File: config.mk
export PLATFORM = sky130hd
export DESIGN_NAME = mem_access_ctrl
export DESIGN_NICKNAME = d
export VERILOG_FILES = /design/src/rtl/mem_access_ctrl.sv
export SDC_FILE = /design/constraint.sdc
export NUM_CORES = 1
export LEC_CHECK = 0
export BUFFER_PORTS_ARGS = -buffer_cell sky130_fd_sc_hd__buf_2
export CORE_MARGIN = 4
export CORE_UTILIZATION = 28
export DETAILED_ROUTE_END_ITERATION = 7
export HOLD_SLACK_MARGIN = 0.1
export SLEW_MARGIN = 15
export SYNTH_ARGS = -nofsm -noshare
export SYNTH_HDL_FRONTEND = slang
export SYNTH_SLANG_ARGS = --single-unit
File: constraint.sdc
create_clock -name clk -period 2.5 [get_ports clk]
set_input_delay 0.25 -clock clk [delete_from_list [all_inputs] [get_ports clk]]
set_output_delay 0.25 -clock clk [all_outputs]
set_load 0.03 [all_outputs]
File: src/rtl/mem_access_ctrl.sv
// Data-side memory access controller: turns CPU byte/word load/store requests
// into word-addressed memory strobes with byte-lane enables, with timeout and alignment errors.
`timescale 1ns/1ps

module mem_access_ctrl #(
  parameter int ADDR_WIDTH  = 16,
  parameter int TIMEOUT     = 8,
  parameter bit ALIGN_CHECK = 1'b1
) (
  input  logic                  clk,
  input  logic                  rst_n,
  input  logic                  cpu_req,
  input  logic                  cpu_we,
  input  logic                  cpu_byte,
  input  logic [ADDR_WIDTH-1:0] cpu_addr,
  input  logic [15:0]           cpu_wdata,
  output logic                  cpu_ack,
  output logic                  cpu_err,
  output logic [15:0]           cpu_rdata,
  output logic                  busy,
  output logic                  mem_rd_en,
  output logic [ADDR_WIDTH-2:0] mem_rd_addr,
  input  logic [15:0]           mem_rd_data,
  input  logic                  mem_rd_done,
  output logic [1:0]            mem_wr_en,
  output logic [ADDR_WIDTH-2:0] mem_wr_addr,
  output logic [15:0]           mem_wr_data,
  input  logic                  mem_wr_done
);

  localparam int CW = $clog2(TIMEOUT + 1);

  typedef enum logic [1:0] {
    S_IDLE    = 2'd0,
    S_RD_WAIT = 2'd1,
    S_WR_WAIT = 2'd2,
    S_DONE    = 2'd3
  } state_t;

  state_t          r_state;
  logic [CW-1:0]   r_cnt;
  logic            r_we;
  logic            r_byte;
  logic            r_lsb;
  logic            r_err;
  logic [15:0]     r_rdata;

  logic            w_misaligned;
  logic            w_timeout;
  logic [7:0]      w_byte_sel;
  logic [1:0]      w_wr_be;
  logic [15:0]     w_wr_data;
  logic [15:0]     w_load_data;

  assign w_misaligned = ALIGN_CHECK && !cpu_byte && cpu_addr[0];
  // The counter starts at 0 on the first wait cycle, so TIMEOUT-1 marks the last allowed one.
  assign w_timeout    = (r_cnt == CW'(TIMEOUT - 1));
  assign w_byte_sel   = r_lsb ? mem_rd_data[15:8] : mem_rd_data[7:0];
  assign w_load_data  = r_byte ? {8'h00, w_byte_sel} : mem_rd_data;
  assign w_wr_be      = cpu_byte ? (cpu_addr[0] ? 2'b10 : 2'b01) : 2'b11;
  assign w_wr_data    = cpu_byte ? {cpu_wdata[7:0], cpu_wdata[7:0]} : cpu_wdata;

  always_ff @(posedge clk or negedge rst_n) begin
    if (!rst_n) begin
      r_state     <= S_IDLE;
      r_cnt       <= '0;
      r_we        <= 1'b0;
      r_byte      <= 1'b0;
      r_lsb       <= 1'b0;
      r_err       <= 1'b0;
      r_rdata     <= 16'h0000;
      cpu_ack     <= 1'b0;
      cpu_err     <= 1'b0;
      cpu_rdata   <= 16'h0000;
      busy        <= 1'b0;
      mem_rd_en   <= 1'b0;
      mem_rd_addr <= '0;
      mem_wr_en   <= 2'b00;
      mem_wr_addr <= '0;
      mem_wr_data <= 16'h0000;
    end else begin
      case (r_state)
        S_IDLE: begin
          cpu_ack <= 1'b0;
          cpu_err <= 1'b0;
          if (cpu_req) begin
            r_we   <= cpu_we;
            r_byte <= cpu_byte;
            r_lsb  <= cpu_addr[0];
            r_cnt  <= '0;
            busy   <= 1'b1;
            if (w_misaligned) begin
              r_err   <= 1'b1;
              r_state <= S_DONE;
            end else if (cpu_we) begin
              r_err       <= 1'b0;
              mem_wr_en   <= w_wr_be;
              mem_wr_addr <= cpu_addr[ADDR_WIDTH-1:1];
              mem_wr_data <= w_wr_data;
              r_state     <= S_WR_WAIT;
            end else begin
              r_err       <= 1'b0;
              mem_rd_en   <= 1'b1;
              mem_rd_addr <= cpu_addr[ADDR_WIDTH-1:1];
              r_state     <= S_RD_WAIT;
            end
          end else begin
            busy <= 1'b0;
          end
        end
        S_RD_WAIT: begin
          if (mem_rd_done) begin
            mem_rd_en <= 1'b0;
            r_rdata   <= w_load_data;
            r_err     <= 1'b0;
            r_state   <= S_DONE;
          end else if (w_timeout) begin
            mem_rd_en <= 1'b0;
            r_err     <= 1'b1;
            r_state   <= S_DONE;
          end else begin
            r_cnt <= r_cnt + CW'(1);
          end
        end
        S_WR_WAIT: begin
          if (mem_wr_done) begin
            mem_wr_en <= 2'b00;
            r_err     <= 1'b0;
            r_state   <= S_DONE;
          end else if (w_timeout) begin
            mem_wr_en <= 2'b00;
            r_err     <= 1'b1;
            r_state   <= S_DONE;
          end else begin
            r_cnt <= r_cnt + CW'(1);
          end
        end
        S_DONE: begin
          cpu_ack <= 1'b1;
          cpu_err <= r_err;
          // Load data only becomes visible together with a successful ack.
          if (!r_err && !r_we) begin
            cpu_rdata <= r_rdata;
          end else begin
            cpu_rdata <= cpu_rdata;
          end
          busy    <= 1'b0;
          r_state <= S_IDLE;
        end
        default: begin
          mem_rd_en <= 1'b0;
          mem_wr_en <= 2'b00;
          busy      <= 1'b0;
          r_state   <= S_IDLE;
        end
      endcase
    end
  end

endmodule

* Word level (Yosys, flattened, before mapping)
Cells that the tools add are included.
** Word-level totals
- Output and inout port bits :: 68
- Input port bits :: 55
- Register bits :: 94
** Operators by class
- Add/subtract/negate cells :: 1
- Reductions and logical operators :: 19
- Equality and inequality tests :: 12
- Mux-type cells :: 39
- Bitwise operators :: 2
** Operators by type and width (number)
- $mux W16 :: 2
- $mux W2 :: 13
- $mux W4 :: 4
- $ne A2 B2 Y1 const B :: 6
- $pmux W4 S3 :: 1
- $reduce_and A4 Y1 :: 3
- $mux W1 :: 11
- $reduce_and A5 Y1 :: 2
- $mux W8 :: 1
- $pmux W1 S2 :: 4
- $pmux W2 S4 :: 1
- $reduce_and A2 Y1 :: 4
- $ne A3 B3 Y1 const B :: 2
- $reduce_bool A2 Y1 :: 3
- $add A4 B1 Y4 const B :: 1
- $eq A2 B2 Y1 const B :: 2
- $eq A4 B3 Y1 const B :: 1
- $pmux W2 S2 :: 1
- $logic_not A1 Y1 :: 3
- $pmux W1 S3 :: 1
- $reduce_bool A3 Y1 :: 1
- $eq A2 B1 Y1 const B :: 1
- $logic_and A1 B1 Y1 :: 2
- $logic_not A2 Y1 :: 1
- $not A1 Y1 :: 2

* Depth between registers and ports, before layout
- Word-level depth :: 6
- Gate-level depth with buffers :: 8
- Mapped depth without buffers :: 6

* Least setup slack after synthesis
Ideal clock, no wire load.
- Path type :: register to register
- Start point :: reg r_state[1]
- End point :: reg mem_rd_addr[1]
- Library setup time :: 125 ps
- Period minus slack after synthesis :: 1842 ps
- Buffers on the path :: 1
- Setup slack :: 658 ps
- Arrival time :: 1717 ps
- Cell stages (with the launch flop) :: 7
- Cells stage by stage :: dfrtp_1 -> inv_1 -> ha_1 -> nand2_1 -> nor3_4 -> buf_6 -> mux2_2
** Between the ends
- Cells in the longest elaborated chain, start to end :: 2
** RTL lines
- from (decl) :: RTL line 40 : state_t r_state;
- from (signal assigned) :: RTL line 65 : r_state <= S_IDLE;
- from (signal assigned) :: RTL line 94 : r_state <= S_DONE;
- from (signal assigned) :: RTL line 100 : r_state <= S_WR_WAIT;
- $logic_not A2 Y1 :: RTL line 82 : case (r_state)
- $reduce_and A4 Y1 (no line)
- to (signal assigned) :: RTL line 104 : mem_rd_addr <= cpu_addr[ADDR_WIDTH-1:1];
- to (decl) :: RTL line 22 : output logic [ADDR_WIDTH-2:0] mem_rd_addr,
No other way between the ends.
A chain may end at the register's enable or synchronous reset.

* Worst setup path in the final report
- Start point :: reg r_state[1]
- End point :: reg mem_wr_addr[8]
** Between the ends
- Cells in the longest elaborated chain, start to end :: 2
** RTL lines
- $logic_not A2 Y1 :: RTL line 82
- $reduce_and A4 Y1 (no line)
- to (signal assigned) :: RTL line 98 : mem_wr_addr <= cpu_addr[ADDR_WIDTH-1:1];
- to (decl) :: RTL line 26 : output logic [ADDR_WIDTH-2:0] mem_wr_addr,
No other way between the ends.

==> flow_metrics.py <==
metrics = {
    "sta": {
        "finalSetupViolCount": 0,
        "fin_crit_ns": 2.13,
        "fin_worst_skew_ns": 0.00746,
        "period_share": 0.850,
        "setup_tns_ns": 0,
        "hold_viol_final": 0,
        "final_max_slew_viol_count": 0,
        "worst_pin_slew_ns": 0.602,
        "rsz0062_at_grt": "false",
        "fmax_ghz": 0.470,
        "slew_headroom": 0.599,
    },
    "power_and_ir_drop": {
        "power_leakage_nw": 2.67,
        "max-vdd-ir-drop_uv": 588,
        "total_power_mw": 7.61,
        "power_density_mw_per_mm2": 1450,
    },
    "synth": {
        "ys_ff_latch": 94,
        "synthFlopType": "dfrtp_1",
        "synth_top_area_share": 0.570,
        "synthDistinctLibCells": 42,
        "syn-num-nets": 379,
        "synth.most_common_cell": "dfrtp_1",
        "synthesis.area_mm2": 0.00413,
        "yosys.area.top_type": "dfrtp_1",
        "synth.area.top_cells": "dfrtp_1, mux2_2, mux2_4",
        "seq_area_frac_synth": 0.570,
        "async_flop_share": 1.00,
        "synth_common_cells": "dfrtp_1, nand2_1, mux2_2",
        "synth_edf_count": 0,
        "syn_inst": 318,
        "avgSynthCellArea_um2": 13.0,
        "ys_warn_count": 0,
    },
    "drt": {
        "avgViaCountPerCell": 4.47,
        "drtIter0Drc": 113,
        "dr.pass1.iters": 4,
        "drc_errors": 0,
        "antenna_left": 0,
        "num_vias": 2829,
        "routed_wl_um": 9260,
        "post_drt_wl_per_cell_um": 14.6,
    },
    "cts": {
        "clockRootBuffer": "clkbuf_16",
        "numCtsBuffers": 9,
        "clk_pin_slew_ns": 0.07,
        "clkSinkCount": 94,
        "clockBufferDepth": 2,
        "cts_tree": "built",
        "ctsHoldBuffers": 1,
        "postCtsSetupBuffers": 0,
        "htreeDepth": 3,
        "worstSkewPairLatency_ns": 0.34,
        "cts.repair.resized": 0,
    },
    "placed_design": {
        "place_congestion": 0.786,
        "portBuffers": 122,
        "hpwl_um": 6590,
    },
    "die": {
        "die_y_um": 129,
        "initial_core_util": 0.285,
        "rows": 44,
        "io_pins": 123,
        "fp.dieW_um": 129,
        "coreArea_mm2": 0.0145,
        "dieArea_mm2": 0.0167,
    },
    "worst_setup_path": {
        "start_kind": "flip-flop",
        "cp_data_required_time_ns": 2.73,
        "r2r_cells": 5,
        "cp-end-kind": "flip-flop",
        "path_class": "reg2reg",
        "critPathMaxFanout": 39,
        "arrival_ns": 2.35,
    },
    "final_layout": {
        "drive_gt1_frac": 0.461,
        "synthToLayoutAreaGrowth_pct": 27.6,
        "diodes": 0,
        "fillers": 1418,
        "layout.nets": 505,
    },
    "global_route": {
        "grt_max_degree": 51,
        "grt_pass1_wl_um": 15100,
        "antenna_found_initial": 0,
        "grt.overflow.total": 0,
        "grt_pass1_vias": 2966,
        "grt_usage": 0.114,
    },
    "hold_path": {
        "hold-path-cell-count": 2,
        "hold_class": "in2reg",
    },
    "run": {
        "max-cap-violations": 0,
    },
    "run_status": {
        "status": "completed",
    },
}
-- path summary, 6_finish.rpt --
check                            startpoint              to  slack, ns
worst max register to register   r_state[1]  mem_wr_addr[8]       0.37
worst min-delay path            cpu_addr[5]  mem_wr_addr[4]       0.15
worst min register to register  r_rdata[13]     r_rdata[13]       0.48
worst max-delay path             r_state[1]  mem_wr_addr[8]       0.37
min in group asynchronous             rst_n      r_rdata[5]       0.45
max in group asynchronous             rst_n  mem_rd_addr[6]       1.37
-- final cells by class --
class	count	area [um^2]	area share
sequential	94	2350	0.447
multi-input combinational	205	1670	0.316
timing repair buffer	128	673	0.128
tap	184	230	0.0437
clock buffer	9	225	0.0428
inverter	6	22.5	0.00428
clock inverter	7	97.6	0.0185
-- power by group --
group | switching [mW] | leakage (nW) | internal, mW
logic | 2.09 | 1.35 | 1.36
registers | 0.426 | 1.17 | 2.25
clock network | 0.603 | 0.152 | 0.880
-- per-layer routing --
layer / track usage / part of all wire / up-vias
met5: 0 / 0 / -
met1: 0.144 / 0.43 / 1362
met3: 0.0313 / 0.064 / 10
met2: 0.185 / 0.49 / 88
met4: 0.0483 / 0.018 / 0
li1: - / - / 1369
-- metrics by stage --
| step | hold WS (ns) | setup WS [ns] | instance area (um^2) | util | instances |
|---|---|---|---|---|---|
| 6_report | 0.149 | 0.374 | 5270 | 0.364 | 633 |
| 3_3_place_gp | 0.291 | 0.481 | 4930 | 0.341 | 616 |
| 3_5_place_dp | 0.297 | 0.410 | 4930 | 0.341 | 616 |
| 2_1_floorplan | -0.0456 | 0.658 | 4130 | - | 318 |
| 4_1_cts | 0.131 | 0.394 | 5270 | 0.364 | 633 |
| 5_1_grt | 0.134 | 0.247 | 5270 | 0.364 | 633 |
-- kinds of logic after synthesis --
logic type      after synthesis  share of synthesized area
compound gates               50                     0.0709
fa+ha+maj                     6                     0.0182
buf+inv                      19                     0.0267
flops                        94                      0.570
mux                          74                      0.219
simple gates                 75                     0.0955
-- worst max-delay path: stages (launching register included) --
cell and delay, ns:
dfrtp_1 0.43, inv_1 0.12, ha_1 0.30, inv_1 0.11, or3_4 0.64, mux2_4 0.38
-- state kept, by name, indices dropped and copies added, names as in the netlist --
name and flops:
r_err 1, cpu_err 1, r_lsb 1, mem_wr_data 16, mem_wr_en 2, r_rdata 16, cpu_rdata 16, r_byte 1
cpu_ack 1, mem_rd_addr 15, r_state 2, r_cnt 4, mem_wr_addr 15, mem_rd_en 1, busy 1, r_we 1
-- placed cells by master, fill, tap and decap left out, types with 2 or more instances in the layout --
master      Yosys  layout
clkbuf_16       0       9
nor2_1          4       4
clkinvlp_4      0       2
nand3_1         6       6
inv_1           6       6
a31oi_1         2       2
o21ai_0        26      26
a21oi_1         6       6
buf_2           1     121
o21ai_1         4       4
nor3_1          2       2
mux2_2         34      34
bufinv_16       0       2
nand2b_1       10      10
o2bb2ai_1       2       2
buf_4           0       5
dfrtp_1        94      94
mux2i_1        16      16
a22o_1          2       2
mux2_4         24      24
nand2_1        40      40
ha_1            6       6
Note: power is estimated with default switching activity, not from simulation.
